### config.mk
export PLATFORM = sky130hd
export DESIGN_NAME = key_scan_scheduler
export DESIGN_NICKNAME = d
export VERILOG_FILES = /design/src/rtl/key_scan_scheduler_pkg.sv /design/src/rtl/key_scan_scheduler_rr_pick.sv /design/src/rtl/key_scan_scheduler.sv
export SDC_FILE = /design/constraint.sdc
export NUM_CORES = 1
export LEC_CHECK = 0
export BUFFER_PORTS_ARGS = -buffer_cell sky130_fd_sc_hd__buf_2
export CORE_AREA = 3 3 76 131
export DETAILED_ROUTE_END_ITERATION = 12
export DIE_AREA = 0 0 79 134
export PLACE_DENSITY = 0.54
export SYNTH_ARGS = -nofsm -noshare
export SYNTH_HDL_FRONTEND = slang
export SYNTH_SLANG_ARGS = --single-unit
### constraint.sdc
create_clock -name i_clk -period 5.1 [get_ports i_clk]
set_clock_uncertainty 0.15 [all_clocks]
set_input_delay 0.255 -clock i_clk [delete_from_list [all_inputs] [get_ports i_clk]]
set_output_delay 0.255 -clock i_clk [all_outputs]
set_load 0.005 [all_outputs]
### src/rtl/key_scan_scheduler_pkg.sv
// Shared types and helpers for the key scan scheduler: FSM state encoding,
// key index type and wrap-around increment.
package key_scan_pkg;

  typedef enum logic [1:0] {
    IDLE    = 2'd0,
    SETTLE  = 2'd1,
    CONFIRM = 2'd2
  } scan_state_t;

  localparam int unsigned MAX_KEYS = 16;

  typedef logic [3:0] key_idx_t;

  // Advance a key index by one, wrapping to zero after n-1.
  function automatic key_idx_t next_idx(input key_idx_t idx, input logic [4:0] n);
    if ({1'b0, idx} >= (n - 5'd1)) begin
      return 4'd0;
    end else begin
      return idx + 4'd1;
    end
  endfunction

endpackage

### src/rtl/key_scan_scheduler_rr_pick.sv
// Combinational round-robin search: first set bit of i_req at or after i_start,
// wrapping past N-1. i_start must be below N.
module rr_pick #(
  parameter int N = 3,
  parameter int W = 2
) (
  input  logic [N-1:0] i_req,
  input  logic [W-1:0] i_start,
  output logic         o_found,
  output logic [W-1:0] o_idx
);

  logic [2*N-1:0] w_dbl;
  logic [N-1:0]   w_rot;
  int             w_off;
  int             w_tot;

  // Rotate the request vector so bit 0 is the start position, then priority-encode.
  always_comb begin
    w_dbl   = {i_req, i_req};
    w_rot   = w_dbl[i_start +: N];
    o_found = 1'b0;
    w_off   = 0;
    for (int i = N - 1; i >= 0; i--) begin
      if (w_rot[i]) begin
        o_found = 1'b1;
        w_off   = i;
      end else begin
        o_found = o_found;
      end
    end
    w_tot = int'(i_start) + w_off;
    if (w_tot >= N) begin
      w_tot = w_tot - N;
    end else begin
      w_tot = w_tot;
    end
    o_idx = W'(w_tot);
  end

endmodule

### src/rtl/key_scan_scheduler.sv
// Debounces NUM_KEYS active-low buttons with one shared settle timer and delivers
// confirmed presses over valid/ready. Optional macro KEY_RELEASE_EVT_EN adds release events.
module key_scan_scheduler
  import key_scan_pkg::*;
#(
  parameter int NUM_KEYS      = 3,
  parameter int SETTLE_CYCLES = 1_000_000,
  parameter int CNT_W         = 20,
  localparam int KEY_W        = $clog2(NUM_KEYS)
) (
  input  logic                i_clk,
  input  logic                i_rst,
  input  logic [NUM_KEYS-1:0] i_key_n,
  output logic [NUM_KEYS-1:0] o_key_pressed,
  output logic                o_evt_valid,
  input  logic                i_evt_ready,
  output logic [KEY_W-1:0]    o_evt_key,
  output logic                o_evt_release,
  output logic                o_overflow
);

  localparam logic [NUM_KEYS-1:0] ONE_HOT0 = {{(NUM_KEYS-1){1'b0}}, 1'b1};

  logic [NUM_KEYS-1:0] r_sync1;
  logic [NUM_KEYS-1:0] r_sync2;
  logic [NUM_KEYS-1:0] r_pressed;
  logic [NUM_KEYS-1:0] r_pending;
  scan_state_t         r_state;
  logic [KEY_W-1:0]    r_k;
  logic                r_target;
  logic [CNT_W-1:0]    r_cnt;
  logic [KEY_W-1:0]    r_scan_ptr;
  logic [KEY_W-1:0]    r_out_ptr;
  logic                r_evt_valid;
  logic [KEY_W-1:0]    r_evt_key;
  logic                r_overflow;

  scan_state_t         w_state_nxt;
  logic [KEY_W-1:0]    w_k_nxt;
  logic                w_target_nxt;
  logic [CNT_W-1:0]    w_cnt_nxt;
  logic [KEY_W-1:0]    w_scan_ptr_nxt;
  logic                w_confirm;
  logic [NUM_KEYS-1:0] w_diff;
  logic                w_scan_found;
  logic [KEY_W-1:0]    w_scan_idx;
  logic                w_out_found;
  logic [KEY_W-1:0]    w_out_idx;
  logic [KEY_W-1:0]    w_k_inc;
  logic [KEY_W-1:0]    w_out_inc;
  logic                w_take;
  logic [NUM_KEYS-1:0] w_set;
  logic [NUM_KEYS-1:0] w_consume;
  logic                w_collide;

  // Stable level is the complement of r_pressed, so a key differs when sync2 equals pressed.
  assign w_diff    = r_sync2 ^ ~r_pressed;
  assign w_k_inc   = KEY_W'(next_idx(key_idx_t'(r_k), 5'(NUM_KEYS)));
  assign w_out_inc = KEY_W'(next_idx(key_idx_t'(w_out_idx), 5'(NUM_KEYS)));
  assign w_take    = !r_evt_valid || i_evt_ready;

  rr_pick #(.N(NUM_KEYS), .W(KEY_W)) u_scan_pick (
    .i_req   (w_diff),
    .i_start (r_scan_ptr),
    .o_found (w_scan_found),
    .o_idx   (w_scan_idx)
  );

  rr_pick #(.N(NUM_KEYS), .W(KEY_W)) u_out_pick (
    .i_req   (r_pending),
    .i_start (r_out_ptr),
    .o_found (w_out_found),
    .o_idx   (w_out_idx)
  );

  // Two-flop synchronizer; raw keys idle high.
  always_ff @(posedge i_clk or posedge i_rst) begin
    if (i_rst) begin
      r_sync1 <= '1;
      r_sync2 <= '1;
    end else begin
      r_sync1 <= i_key_n;
      r_sync2 <= r_sync1;
    end
  end

  // Scan FSM next-state and datapath decode.
  always_comb begin
    w_state_nxt    = r_state;
    w_k_nxt        = r_k;
    w_target_nxt   = r_target;
    w_cnt_nxt      = r_cnt;
    w_scan_ptr_nxt = r_scan_ptr;
    w_confirm      = 1'b0;
    case (r_state)
      IDLE: begin
        if (w_scan_found) begin
          w_k_nxt      = w_scan_idx;
          w_target_nxt = r_sync2[w_scan_idx];
          w_cnt_nxt    = '0;
          w_state_nxt  = SETTLE;
        end else begin
          w_state_nxt = IDLE;
        end
      end
      SETTLE: begin
        if (r_sync2[r_k] != r_target) begin
          w_state_nxt    = IDLE;
          w_scan_ptr_nxt = w_k_inc;
        end else if (r_cnt == CNT_W'(SETTLE_CYCLES - 1)) begin
          w_state_nxt = CONFIRM;
        end else begin
          w_cnt_nxt = r_cnt + {{(CNT_W-1){1'b0}}, 1'b1};
        end
      end
      CONFIRM: begin
        w_confirm      = 1'b1;
        w_scan_ptr_nxt = w_k_inc;
        w_cnt_nxt      = '0;
        w_state_nxt    = IDLE;
      end
      default: begin
        w_state_nxt = IDLE;
        w_cnt_nxt   = '0;
      end
    endcase
  end

  // Scan FSM state and settle datapath registers.
  always_ff @(posedge i_clk or posedge i_rst) begin
    if (i_rst) begin
      r_state    <= IDLE;
      r_k        <= '0;
      r_target   <= 1'b1;
      r_cnt      <= '0;
      r_scan_ptr <= '0;
    end else begin
      r_state    <= w_state_nxt;
      r_k        <= w_k_nxt;
      r_target   <= w_target_nxt;
      r_cnt      <= w_cnt_nxt;
      r_scan_ptr <= w_scan_ptr_nxt;
    end
  end

  // Debounced level, updated only on confirmation.
  always_ff @(posedge i_clk or posedge i_rst) begin
    if (i_rst) begin
      r_pressed <= '0;
    end else if (w_confirm) begin
      r_pressed[r_k] <= ~r_target;
    end else begin
      r_pressed <= r_pressed;
    end
  end

`ifdef KEY_RELEASE_EVT_EN
  logic [NUM_KEYS-1:0] r_pending_rel;
  logic                r_evt_release;

  assign w_set = w_confirm ? (ONE_HOT0 << r_k) : '0;

  // Event kind per pending key; the newest confirmation overwrites.
  always_ff @(posedge i_clk or posedge i_rst) begin
    if (i_rst) begin
      r_pending_rel <= '0;
      r_evt_release <= 1'b0;
    end else begin
      r_pending_rel <= (r_pending_rel & ~w_set) | (w_set & {NUM_KEYS{r_target}});
      if (w_take && w_out_found) begin
        r_evt_release <= r_pending_rel[w_out_idx];
      end else begin
        r_evt_release <= r_evt_release;
      end
    end
  end

  assign o_evt_release = r_evt_release;
`else
  assign w_set         = (w_confirm && !r_target) ? (ONE_HOT0 << r_k) : '0;
  assign o_evt_release = 1'b0;
`endif

  assign w_consume = (w_take && w_out_found) ? (ONE_HOT0 << w_out_idx) : '0;
  // A same-edge set and consume of one key is not a collision: the new event survives.
  assign w_collide = |(w_set & r_pending & ~w_consume);

  // Pending event vector and output handshake stage.
  always_ff @(posedge i_clk or posedge i_rst) begin
    if (i_rst) begin
      r_pending   <= '0;
      r_out_ptr   <= '0;
      r_evt_valid <= 1'b0;
      r_evt_key   <= '0;
      r_overflow  <= 1'b0;
    end else begin
      r_pending <= (r_pending & ~w_consume) | w_set;
      if (w_collide) begin
        r_overflow <= 1'b1;
      end else begin
        r_overflow <= r_overflow;
      end
      if (w_take) begin
        if (w_out_found) begin
          r_evt_valid <= 1'b1;
          r_evt_key   <= w_out_idx;
          r_out_ptr   <= w_out_inc;
        end else begin
          r_evt_valid <= 1'b0;
        end
      end else begin
        r_evt_valid <= r_evt_valid;
      end
    end
  end

  assign o_key_pressed = r_pressed;
  assign o_evt_valid   = r_evt_valid;
  assign o_evt_key     = r_evt_key;
  assign o_overflow    = r_overflow;

endmodule

==> After elaboration in Yosys (flattened, before gate mapping) <==
Index checks and enable logic that the tools add are counted.
{ "totals": {"register_bits": 45, "in_bits": 6, "output_inout_bits": 8} }
{ "classes": {"n_addsub": 7, "order_cmp": 7, "n_eq_ne": 9, "shift": 4, "n_mux": 37, "n_bitwise": 8, "reduce_logical": 13} }
{ "op_table": {"columns": ["cell", "count"], "rows": [
  ["$mux 20", 3],
  ["$pmux 20 s2", 1],
  ["$mux 2", 13],
  ["$add 20x1->20 const B", 1],
  ["$eq 20x20->1 const B", 1],
  ["$mux 1", 12],
  ["$shiftx 6x3->3", 2],
  ["$and 3x3->3", 3],
  ["$pmux 2 s2", 2],
  ["$add 2x2->3", 2],
  ["$ge 3x2->1 const B", 2],
  ["$lt 2x3->1 const B", 2],
  ["$mux 3", 2],
  ["$ne 2x2->1 const B", 3],
  ["$not 3->3", 2],
  ["$reduce_and 2->1", 3],
  ["$shl 1x2->3 const A", 2],
  ["$add 2x1->2 const B", 2],
  ["$bmux 1 s2", 2],
  ["$ge 2x2->1 const B", 2],
  ["$sub 2x1->2 const B", 2],
  ["$bwmux 3", 1],
  ["$logic_and 1x1->1", 3],
  ["$ne 3x3->1 const B", 1],
  ["15 further kinds", 16]
]} }

==> Depth between registers and ports, before layout <==
Gate-level depths: netlist (run 1).
{ "depth": {"word_depth": 12, "mapped_depth": 15, "ltp_nobuf": 14} }

==> By module <==
Synthesis (run 1) repeated with hierarchy kept, for this count alone.
{ "unflattened": {"hier_cells": 276, "area_unflattened_um2": 2691.3} }
{ "by_module_without_submodules": {"columns": ["module", "instances", "cells_per_inst", "area_each_um2", "seq_area_each_um2"], "rows": [
  ["key_scan_scheduler", 1, 238, 2368.5, 1134.8],
  ["rr_pick", 2, 19, 161.4, 0.0]
]} }

==> Worst setup path before layout (run 1) <==
Ideal clock, no wire load.
{ "synth_timing": {"path_type": "register -> register", "from": "register r_sync2[1]", "to": "register r_target", "setup_ns": 0.082, "arrival_ns": 2.973, "t_required_ns": 4.868, "setup_slack_ns": 1.895, "path_stages_with_launch": 15, "period_less_slack_ns": 3.205, "path_cell_list": "dfstp_2 -> xor2_1 -> nand3_1 -> o311a_1 -> nor2_1 -> ha_1 -> inv_1 -> fa_1 -> inv_1 -> ha_1 -> nor2b_1 -> o2bb2ai_1 -> mux2i_1 -> o21ai_0 -> mux2_2"} }
{ "synth_via": {"elab_chain_len": 10, "elab_cells_between_ends": 15, "classes_between": "add/sub (2); order compare (1); shift (1); mux (9); bitwise (1); reduce/logical (1)"} }
{ "synth_rtl": {"columns": ["item", "line_no", "text"], "rows": [
  ["start: declaration", "key_scan_scheduler.sv:25", "logic [NUM_KEYS-1:0] r_sync2;"],
  ["start signal: assignment", "key_scan_scheduler.sv:83", "r_sync2 <= r_sync1;"],
  ["$xor 3x3->3", "key_scan_scheduler.sv:57", "assign w_diff = r_sync2 ^ ~r_pressed;"],
  ["$shiftx 6x3->3", "key_scan_scheduler_rr_pick.sv:21", "w_rot = w_dbl[i_start +: N];"],
  ["$mux 2 (3 in series)", "key_scan_scheduler_rr_pick.sv:25", "if (w_rot[i]) begin"],
  ["$add 2x2->3", "key_scan_scheduler_rr_pick.sv:32", "w_tot = int'(i_start) + w_off;"],
  ["$ge 3x2->1 / $sub 2x1->2 (equally long branches)", "key_scan_scheduler_rr_pick.sv:33, key_scan_scheduler_rr_pick.sv:34", null],
  ["$mux 2", "key_scan_scheduler_rr_pick.sv:33", "if (w_tot >= N) begin"],
  ["$bmux 1 s2", "key_scan_scheduler.sv:99", "w_target_nxt = r_sync2[w_scan_idx];"],
  ["$mux 1 (implied by the code)", "key_scan_scheduler.sv:99", null],
  ["end signal: assignment", "key_scan_scheduler.sv:140", "r_target <= w_target_nxt;"],
  ["end: declaration", "key_scan_scheduler.sv:30", "logic r_target;"]
]} }
Parallel ways exist; a longest one is shown, timed or not. The select of a mux whose other input is x is not followed.
A chain may end at the register's enable or synchronous reset.

==> Worst setup path after layout (run 1) <==
Ends and elaborated chain as after synthesis.

==> impl_metrics.yaml, run 1 <==
status:
  status: "completed"
clock_tree:
  root_buffer: "clkbuf_16"
  cts_setup_buffers: 0
  clk_latency_ns: 0.29
  cts.repair.resized: 0
  numCtsBuffers: 5
  postCtsHoldBufs: 3
  cts_buffer_depth: 2
  cts_tree: "yes"
  clk_pin_slew_ns: 0.07
  htreeDepth: 2
  cts_sinks: 45
synthesis:
  synth_common_cells: "dfrtp_1, nand2_1, nor2_1"
  synth_warnings: 0
  async_reset_ff_frac: 1.000
  ys_ff_latch: 45
  syn_inst: 282
  synth_area_leaders: "dfrtp_1, dfstp_2, nand2_1"
  syn_area_um2: 2673
  dominantRegCellSynth: "dfrtp_1"
  avgSynthCellArea_um2: 9.477
  synth_edf_count: 0
  synth_largest_area_cell: "dfrtp_1"
  synth_nets: 295
  ys_types: 59
  yosys.cell_count.top_type: "dfrtp_1"
  synth_top_area_share: 0.3558
  seq_area_frac_synth: 0.4246
power:
  leakage_nw: 1.387
  power.density_nw_per_um2: 489.7
  peakVddDrop_mv: 0.1909
finish:
  drive_above_1_share: 0.1380
  final_nets: 309
  antenna_cells: 0
  syn_to_final_growth_pct: 13.53
  design_area_um2: 3034
  fillers: 991
critical_path:
  crit_arrival_ns: 3.57
  critPathKind: "register to register"
  cp_max_fo: 7
  critical_path_required_ns: 5.17
  startpoint_type: "register"
  cp-end-kind: "register"
sta:
  tns_ns: 0
  drv_slew: 0
  worst_pin_slew_ns: 1.045
  rsz0062_at_grt: "no"
  hold_viol_final: 0
  fmax_mhz: 286.0
  fin_crit_sh: 0.6857
  setup_violations: 0
  period_minus_slack_ns: 3.497
  max-slew-margin-rel: 0.2976
global_routing:
  antenna_found_initial: 0
  grt_pass1_vias: 2184
  grt_pass1_wl_um: 10720
  grt_use_total: 0.1283
  grt_max_degree: 46
  grt_overflow: 0
floorplan:
  rows: 46
  start_util: 0.2939
  dieArea_um2: 10590
  pin_count: 14
  coreArea_um2: 9094
  die-width_um: 79
  die_h_um: 134
place:
  io_buffers: 12
  gp_congestion: 0.8068
  dp_hpwl_um: 4673
  placed_area_um2: 2848
drt:
  avgRoutedWirePerCell_um: 15.28
  drc: 0
  via_per_inst: 5.319
  wirelength_um: 6371
  drtIter0Drc: 70
  firstDrtPassIters: 4
  ant_nets: 0
  vias: 2218
worst_hold_path:
  hold_path_class: "input port to asynchronous set/reset pin"
run:
  maxCapViolations: 0
## power breakdown
group / switching (W) / internal (W)
Sequential: 0.0000827 / 0.000416
Combinational: 0.000387 / 0.000258
Clock: 0.000144 / 0.000198
Total: 0.000614 / 0.000872
## layout make-up
type | instances | area [um^2] | share of cell area
clock inverters | 2 | 17.52 | 0.005773
flip-flops and latches | 45 | 1135 | 0.3740
well taps | 120 | 150.1 | 0.04948
clock buffers | 6 | 138.9 | 0.04577
inverters | 13 | 48.80 | 0.01608
multi-input cells | 216 | 1454 | 0.4792
repair buffers | 15 | 90.09 | 0.02969
## worst paths after layout
check                      depth (start not counted)            startpoint  slack, ns                      end
setup / recovery                                  14  r_sync2[1]$_DFF_PP1_       1.60     r_target$_DFFE_PP1P_
hold reg to reg                                    0  r_sync1[2]$_DFF_PP1_       0.21     r_sync2[2]$_DFF_PP1_
max in group asynchronous                          2                 i_rst       4.17    r_cnt[15]$_DFFE_PP0P_
hold / removal                                     2                 i_rst       0.04     r_cnt[8]$_DFFE_PP0P_
setup reg to reg                                  14  r_sync2[1]$_DFF_PP1_       1.60     r_target$_DFFE_PP1P_
min in group i_clk                                 3           i_evt_ready       0.09  o_evt_valid$_DFFE_PP0P_
## critical path, cell delays in order (launching register included)
cell and delay (ns):
dfstp_2 0.56, xor2_1 0.40, nand3_1 0.13, o311a_1 0.15, nor2_1 0.11, ha_1 0.15
inv_1 0.05, fa_1 0.53, inv_1 0.05, ha_1 0.19, nor2b_1 0.20, o2bb2ai_1 0.20
mux2i_1 0.21, o21ai_0 0.09, mux2_2 0.28
## per-stage QoR
| step | utilization | hold WS (ns) | worst slack [ns] | power (W) | instances |
|---|---|---|---|---|---|
| after floorplan | - | 0.1095 | 1.895 | 0.0009927 | 282 |
| after global placement | 0.3132 | 0.1962 | 1.738 | 0.001135 | 406 |
| after detailed placement | 0.3132 | 0.1979 | 1.616 | 0.001155 | 406 |
| after CTS | 0.3337 | 0.08411 | 1.593 | 0.001508 | 417 |
| after global routing | 0.3337 | 0.1107 | 1.429 | 0.001615 | 417 |
| final | 0.3337 | 0.03826 | 1.603 | 0.001486 | 417 |
## kinds of logic (layout without fill, tap and decap cells)
kind of cell / after synthesis / in the layout / synth area share
and+or+nand+nor: 121 / 121 / 0.2439
buffers and inverters: 21 / 36 / 0.03137
xor gates and xnor gates: 6 / 6 / 0.01967
AOI/OAI and AO/OA: 70 / 70 / 0.1952
adders and majority gates: 7 / 7 / 0.03839
other: 1 / 1 / 0.001403
muxes: 11 / 11 / 0.04541
DFF: 45 / 45 / 0.4246
## flip-flops by register name (all words and copies together), names as in the netlist
name           cells
o_evt_valid        1
o_key_pressed      3
r_k                2
o_overflow         1
r_sync1            3
o_evt_key          2
r_sync2            3
r_pending          3
r_cnt             20
r_target           1
r_out_ptr          2
r_scan_ptr         2
r_state            2
## placed cells by master, fill, tap and decap left out, drive strengths merged, types with 4 or more instances in the layout
cell type	instances
a211o	7
a21o	7
a21oi	10
and3	8
buf	12
clkbuf	6
dfrtp	38
dfstp	7
ha	5
inv	14
mux2	6
mux2i	5
nand2	26
nand2b	6
nand3	13
nand4	7
nor2	15
nor2b	7
nor3	15
nor3b	4
o211ai	5
o21ai	11
o41ai	4
or3	6
## routing by layer
metal  share of wire  global-route usage
met5               0                   0
met4           0.032             0.06501
met3           0.027             0.02151
met2            0.56              0.2402
met1            0.38              0.1336
No activity file was read; power rests on OpenSTA's default activity.
==> run 2, diff against run 1 <==
PLACE_DENSITY = 0.56   (was 0.54)
clock period = 3 ns   (was 5.1 ns; I/O delays follow)
==> impl_metrics.yaml, run 2 (synthesized netlist as in run 1, its figures left out) <==
status:
  status: "finished with violations"
  violations: "negative setup slack"
power:
  leakage_nw: 1.626
  total_power_w: 0.003155
  power.density_nw_per_um2: 890.5
  peakVddDrop_mv: 0.3881
finish:
  final_nets: 347
  drive_above_1_share: 0.3254
  final_common_cell: "buf_4"
  antenna_cells: 0
  final_cell_mix: "buf_4, dfrtp_1, nand2_1"
  largest_reg_flops: 20
  fillers: 955
  regMostFlops: "r_cnt"
  design_area_um2: 3543
  syn_to_final_growth_pct: 32.58
drt:
  drc: 0
  firstDrtPassIters: 4
  ant_nets: 0
  avgRoutedWirePerCell_um: 15.34
  via_per_inst: 5.277
  vias: 2401
  wirelength_um: 6981
  drtIter0Drc: 105
global_routing:
  grt_use_total: 0.1419
  grt_pass1_wl_um: 11900
  grt_max_degree: 46
  grt_overflow: 0
  antenna_found_initial: 0
  grt_pass1_vias: 2455
sta:
  fin_crit_sh: 1.062
  drv_slew: 0
  fmax_mhz: 313.8
  hold_viol_final: 0
  rsz0062_at_grt: "yes"
  setup_violations: 3
  max-slew-margin-rel: 0.3600
  worst_pin_slew_ns: 0.9586
  period_minus_slack_ns: 3.187
  final.setup.worst_slack_ns: -0.1865
run:
  maxCapViolations: 0
critical_path:
  worstPathCellList: "xnor2_4 > o311a_1 > nor2_1 > ha_2 > inv_2 > fa_1 > inv_2 > ha_4 > nor2b_4 > o2bb2ai_4 > mux2i_1 > o21ai_1 > mux2_2"
  reg2regPathDepth: 13
  r2r_slack_ns: -0.19
  critPathKind: "register to register"
  cpMostUsedCell: "inv_2"
  cp-end-kind: "register"
  cp_max_fo: 5
  startpoint_type: "register"
  crit_arrival_ns: 3.26
  slowest_delay_ns: 0.64
  crit_slowest_cell: "dfstp_2"
  critical_path_required_ns: 3.07
worst_hold_path:
  hold_path_class: "register to register"
  holdPathStages: 0
clock_tree:
  htreeDepth: 2
  cts_buffer_depth: 2
  numCtsBuffers: 5
  clk_pin_slew_ns: 0.07
  root_buffer: "clkbuf_16"
  clk_latency_ns: 0.29
  cts_tree: "yes"
  cts_sinks: 45
place:
  pre_cts_slack_ns: -0.2634
  placed_area_um2: 3079
  gp_congestion: 0.8314
  dp_hpwl_um: 4831
  io_buffers: 12
floorplan:
  pin_count: 14
  start_util: 0.2939
  die-width_um: 79
  die_h_um: 134
  dieArea_um2: 10590
  rows: 46
  coreArea_um2: 9094
-- run 2: cell types whose count changed in the layout (fill, tap and decap cells not counted), moves of 4 or more --
cell	before	now
buf_4	0	36
dfrtp_1	38	34
dfrtp_2	0	4
ha_1	5	1
inv_1	12	7
inv_2	1	6
-- run 2: what timing repair did --
action / CTS / global route
hold endpoints to repair: 42 / 0
setup buffers: 7 / 2
pin swaps: 10 / 9
gates cloned: 0 / 0
hold buffers: 5 / 0
setup endpoints to repair: 6 / 7
gates resized for setup: 28 / 13
-- run 2: where the power goes --
part	switching (W)	leakage, nW	internal (W)	total (W)
clock	0.000261	0.0859	0.000401	0.000661
sequential	0.000134	0.583	0.000710	0.000844
combinational	0.000850	0.958	0.000800	0.00165
total	0.00125	1.63	0.00191	0.00316
-- run 2: area by class of cell --
class / instances / area [um^2] / share of cell area
clock buffers: 5 / 125.1 / 0.03531
clock inverters: 3 / 50.05 / 0.01412
inverters: 13 / 48.80 / 0.01377
multi-input cells: 216 / 1649 / 0.4654
flip-flops and latches: 45 / 1140 / 0.3217
well taps: 120 / 150.1 / 0.04237
repair buffers: 53 / 380.4 / 0.1073
-- run 2: critical path, delay by kind of cell (launching register included) --
family | cells | cell delay [ns]
simple gates | 2 | 0.25
buf+inv | 2 | 0.10
mux | 2 | 0.46
flops | 1 | 0.64
fa+ha+maj | 3 | 0.89
compound gates | 3 | 0.50
xor+xnor | 1 | 0.12
-- run 2: final timing paths --
path	startpoint	end
setup / recovery	r_sync2[0]$_DFF_PP1_	r_target$_DFFE_PP1P_
hold / removal	r_sync1[2]$_DFF_PP1_	r_sync2[2]$_DFF_PP1_
setup reg to reg	r_sync2[0]$_DFF_PP1_	r_target$_DFFE_PP1P_
hold reg to reg	r_sync1[2]$_DFF_PP1_	r_sync2[2]$_DFF_PP1_
max in group asynchronous	i_rst	r_pending[0]$_DFF_PP0_
min in group asynchronous	i_rst	r_cnt[0]$_DFFE_PP0P_
-- run 2: metrics by stage --
step                       TNS, ns  hold WS [ns]  cells    util
after floorplan           -0.05468      0.004478    282       -
after global placement     -0.2590        0.1054    434  0.3386
after detailed placement   -0.4472        0.1067    434  0.3386
after CTS                  -0.2050        0.2087    453  0.3822
after global routing       -0.6740        0.2145    455  0.3897
final                      -0.2718        0.2046    455  0.3897
-- run 2: routing by layer --
layer / global-route usage / vias up / wire length (um)
met5: 0 / - / 0
met4: 0.06405 / 0 / 184
met3: 0.02083 / 12 / 181
met2: 0.2664 / 46 / 3929
met1: 0.1523 / 1194 / 2685
li1: - / 1149 / -
==> run 3, diff against run 2 <==
CELL_PAD_IN_SITES_DETAIL_PLACEMENT = 1   (was default)
CELL_PAD_IN_SITES_GLOBAL_PLACEMENT = 2   (was default)
PLACE_DENSITY = 0.75   (was 0.56)
==> impl_metrics.yaml, run 3 (synthesized netlist as in run 1, its figures left out) <==
drt:
  via_per_inst: 5.279
  drtIter0Drc: 81
  vias: 2386
  avgRoutedWirePerCell_um: 17.39
  drc: 0
  ant_nets: 0
  firstDrtPassIters: 5
  wirelength_um: 7860
sta:
  drv_slew: 0
  rsz0062_at_grt: "yes"
  max-slew-margin-rel: 0.3306
  fmax_mhz: 317.4
  final.setup.worst_slack_ns: -0.1507
  hold_viol_final: 0
  worst_pin_slew_ns: 1.003
  setup_violations: 3
  fin_crit_sh: 1.050
  period_minus_slack_ns: 3.151
  hold-worst-slack_ns: 0.2097
power:
  power.share.clock: 0.200
  leakage_nw: 1.610
  p_seq_frac: 0.263
  combPwrFrac: 0.538
  power.density_nw_per_um2: 925.8
  p_sw_w: 0.001285
  switching_share: 0.3930
  p_int_w: 0.001985
  peakVddDrop_mv: 0.4879
clock_tree:
  cts_tree: "yes"
  root_buffer: "clkbuf_16"
  clk_pin_slew_ns: 0.06
  cts_sinks: 45
  numCtsBuffers: 5
  cts_buffer_depth: 2
  clk_latency_ns: 0.29
  htreeDepth: 2
global_routing:
  grt_use_met2: 0.3100
  grt_util_met1: 0.1676
  grt_overflow: 0
  grt_use_total: 0.1591
  use_met3: 0.02419
  grt_pass1_wl_um: 13290
  antenna_found_initial: 0
  grt.busiest_layer: "met2"
  grt_max_degree: 46
  grt_pass1_vias: 2610
finish:
  drive_above_1_share: 0.3223
  final_common_cell: "dfrtp_1"
  final_cell_mix: "dfrtp_1, buf_4, nand2_1"
  final_nets: 344
  regMostFlops: "r_cnt"
  syn_to_final_growth_pct: 32.16
  largest_reg_flops: 20
  fillers: 1061
  antenna_cells: 0
  design_area_um2: 3532
  fin_cells: 452
floorplan:
  rows: 46
  die_h_um: 134
  pin_count: 14
  coreArea_um2: 9094
  die-width_um: 79
  start_util: 0.2939
  dieArea_um2: 10590
place:
  io_buffers: 12
  post-place-cells: 434
  placed_area_um2: 3079
  dp_hpwl_um: 5595
  pre_cts_slack_ns: -0.2643
  gp_congestion: 0.7619
critical_path:
  rr_startpoint: "r_sync2[0]$_DFF_PP1_"
  startpoint_type: "register"
  crit_arrival_ns: 3.22
  r2r_slack_ns: -0.15
  critical_path_required_ns: 3.07
  reg2regPathDepth: 13
  critPathKind: "register to register"
  r2r_end: "r_target$_DFFE_PP1P_"
  cp-end-kind: "register"
  cp_max_fo: 5
run:
  maxCapViolations: 0
worst_hold_path:
  min-delay-start: "r_sync1[2]$_DFF_PP1_"
  hold_path_class: "register to register"
  holdPathStages: 0
  hold_end: "r_sync2[2]$_DFF_PP1_"
status:
  violations: "negative setup slack"
  status: "finished with violations"
[run 3: changes by cell type in the layout (fill, tap and decap cells not counted), moves of 2 or more]
cell / delta
a21oi_1: -2
nor2_4: +2
buf_4: -4
a21oi_2: +2
[run 3: timing repair]
action	in CTS	in global routing
pin swaps	14	5
setup buffers	4	1
hold buffers	5	0
hold endpoints to repair	42	0
gates resized for setup	32	13
endpoints found under the setup margin	6	8
[run 3: worst max path at each step]
stage               depth (start not counted)                endpoint  slack [ns]                         start
floorplan                                  13    r_target$_DFFE_PP1P_       -0.05          r_sync2[1]$_DFF_PP1_
global placement                           12  o_overflow$_DFFE_PP0P_       -0.13        r_pending[0]$_DFF_PP0_
detailed placement                         14    r_target$_DFFE_PP1P_       -0.26  o_key_pressed[0]$_DFFE_PP0P_
CTS                                        14    r_target$_DFFE_PP1P_       -0.14          r_sync2[1]$_DFF_PP1_
global route                               14    r_target$_DFFE_PP1P_       -0.33          r_sync2[1]$_DFF_PP1_
finish                                     13    r_target$_DFFE_PP1P_       -0.15          r_sync2[0]$_DFF_PP1_
[run 3: stage by stage]
| step | util | setup TNS, ns | total power [W] |
|---|---|---|---|
| floorplan | - | -0.05468 | 0.001696 |
| global placement | 0.3386 | -0.2936 | 0.002184 |
| detailed placement | 0.3386 | -0.5432 | 0.002217 |
| CTS | 0.3832 | -0.1363 | 0.003225 |
| global route | 0.3884 | -0.9241 | 0.003515 |
| finish | 0.3884 | -0.1871 | 0.003270 |
[run 3: power groups by stage]
stage	Sequential [W]	Clock (W)	Combinational (W)
after global routing	0.000873	0.000697	0.00194
final	0.000859	0.000653	0.00176
after global placement	0.000853	0	0.00133
after detailed placement	0.000857	0	0.00136
after CTS	0.000855	0.000678	0.00169
after floorplan	0.000808	0	0.000888
[run 3: worst max-delay path, cell delays in order (launching register included)]
cell and delay (ns):
dfstp_2 0.59, xnor2_2 0.13, o311a_1 0.31, nor2_1 0.10
ha_1 0.15, inv_1 0.05, fa_1 0.54, inv_2 0.06
ha_4 0.17, nor2b_4 0.15, o2bb2ai_4 0.14, mux2i_1 0.20
o21ai_1 0.07, mux2_2 0.26
[run 3: layout make-up]
class / count / area [um^2] / area share
Clock buffer: 6 / 138.9 / 0.03932
Clock inverter: 2 / 37.54 / 0.01063
Timing Repair Buffer: 50 / 361.6 / 0.1024
Multi-Input combinational cell: 216 / 1657 / 0.4690
Sequential cell: 45 / 1139 / 0.3224
Tap cell: 120 / 150.1 / 0.04251
Inverter: 13 / 48.80 / 0.01382
[run 3: layer usage]
layer  up-vias  part of all wire
li1       1143                 -
met1      1202              0.37
met2        27              0.59
met3        14             0.019
met4         0             0.024
met5         -                 0
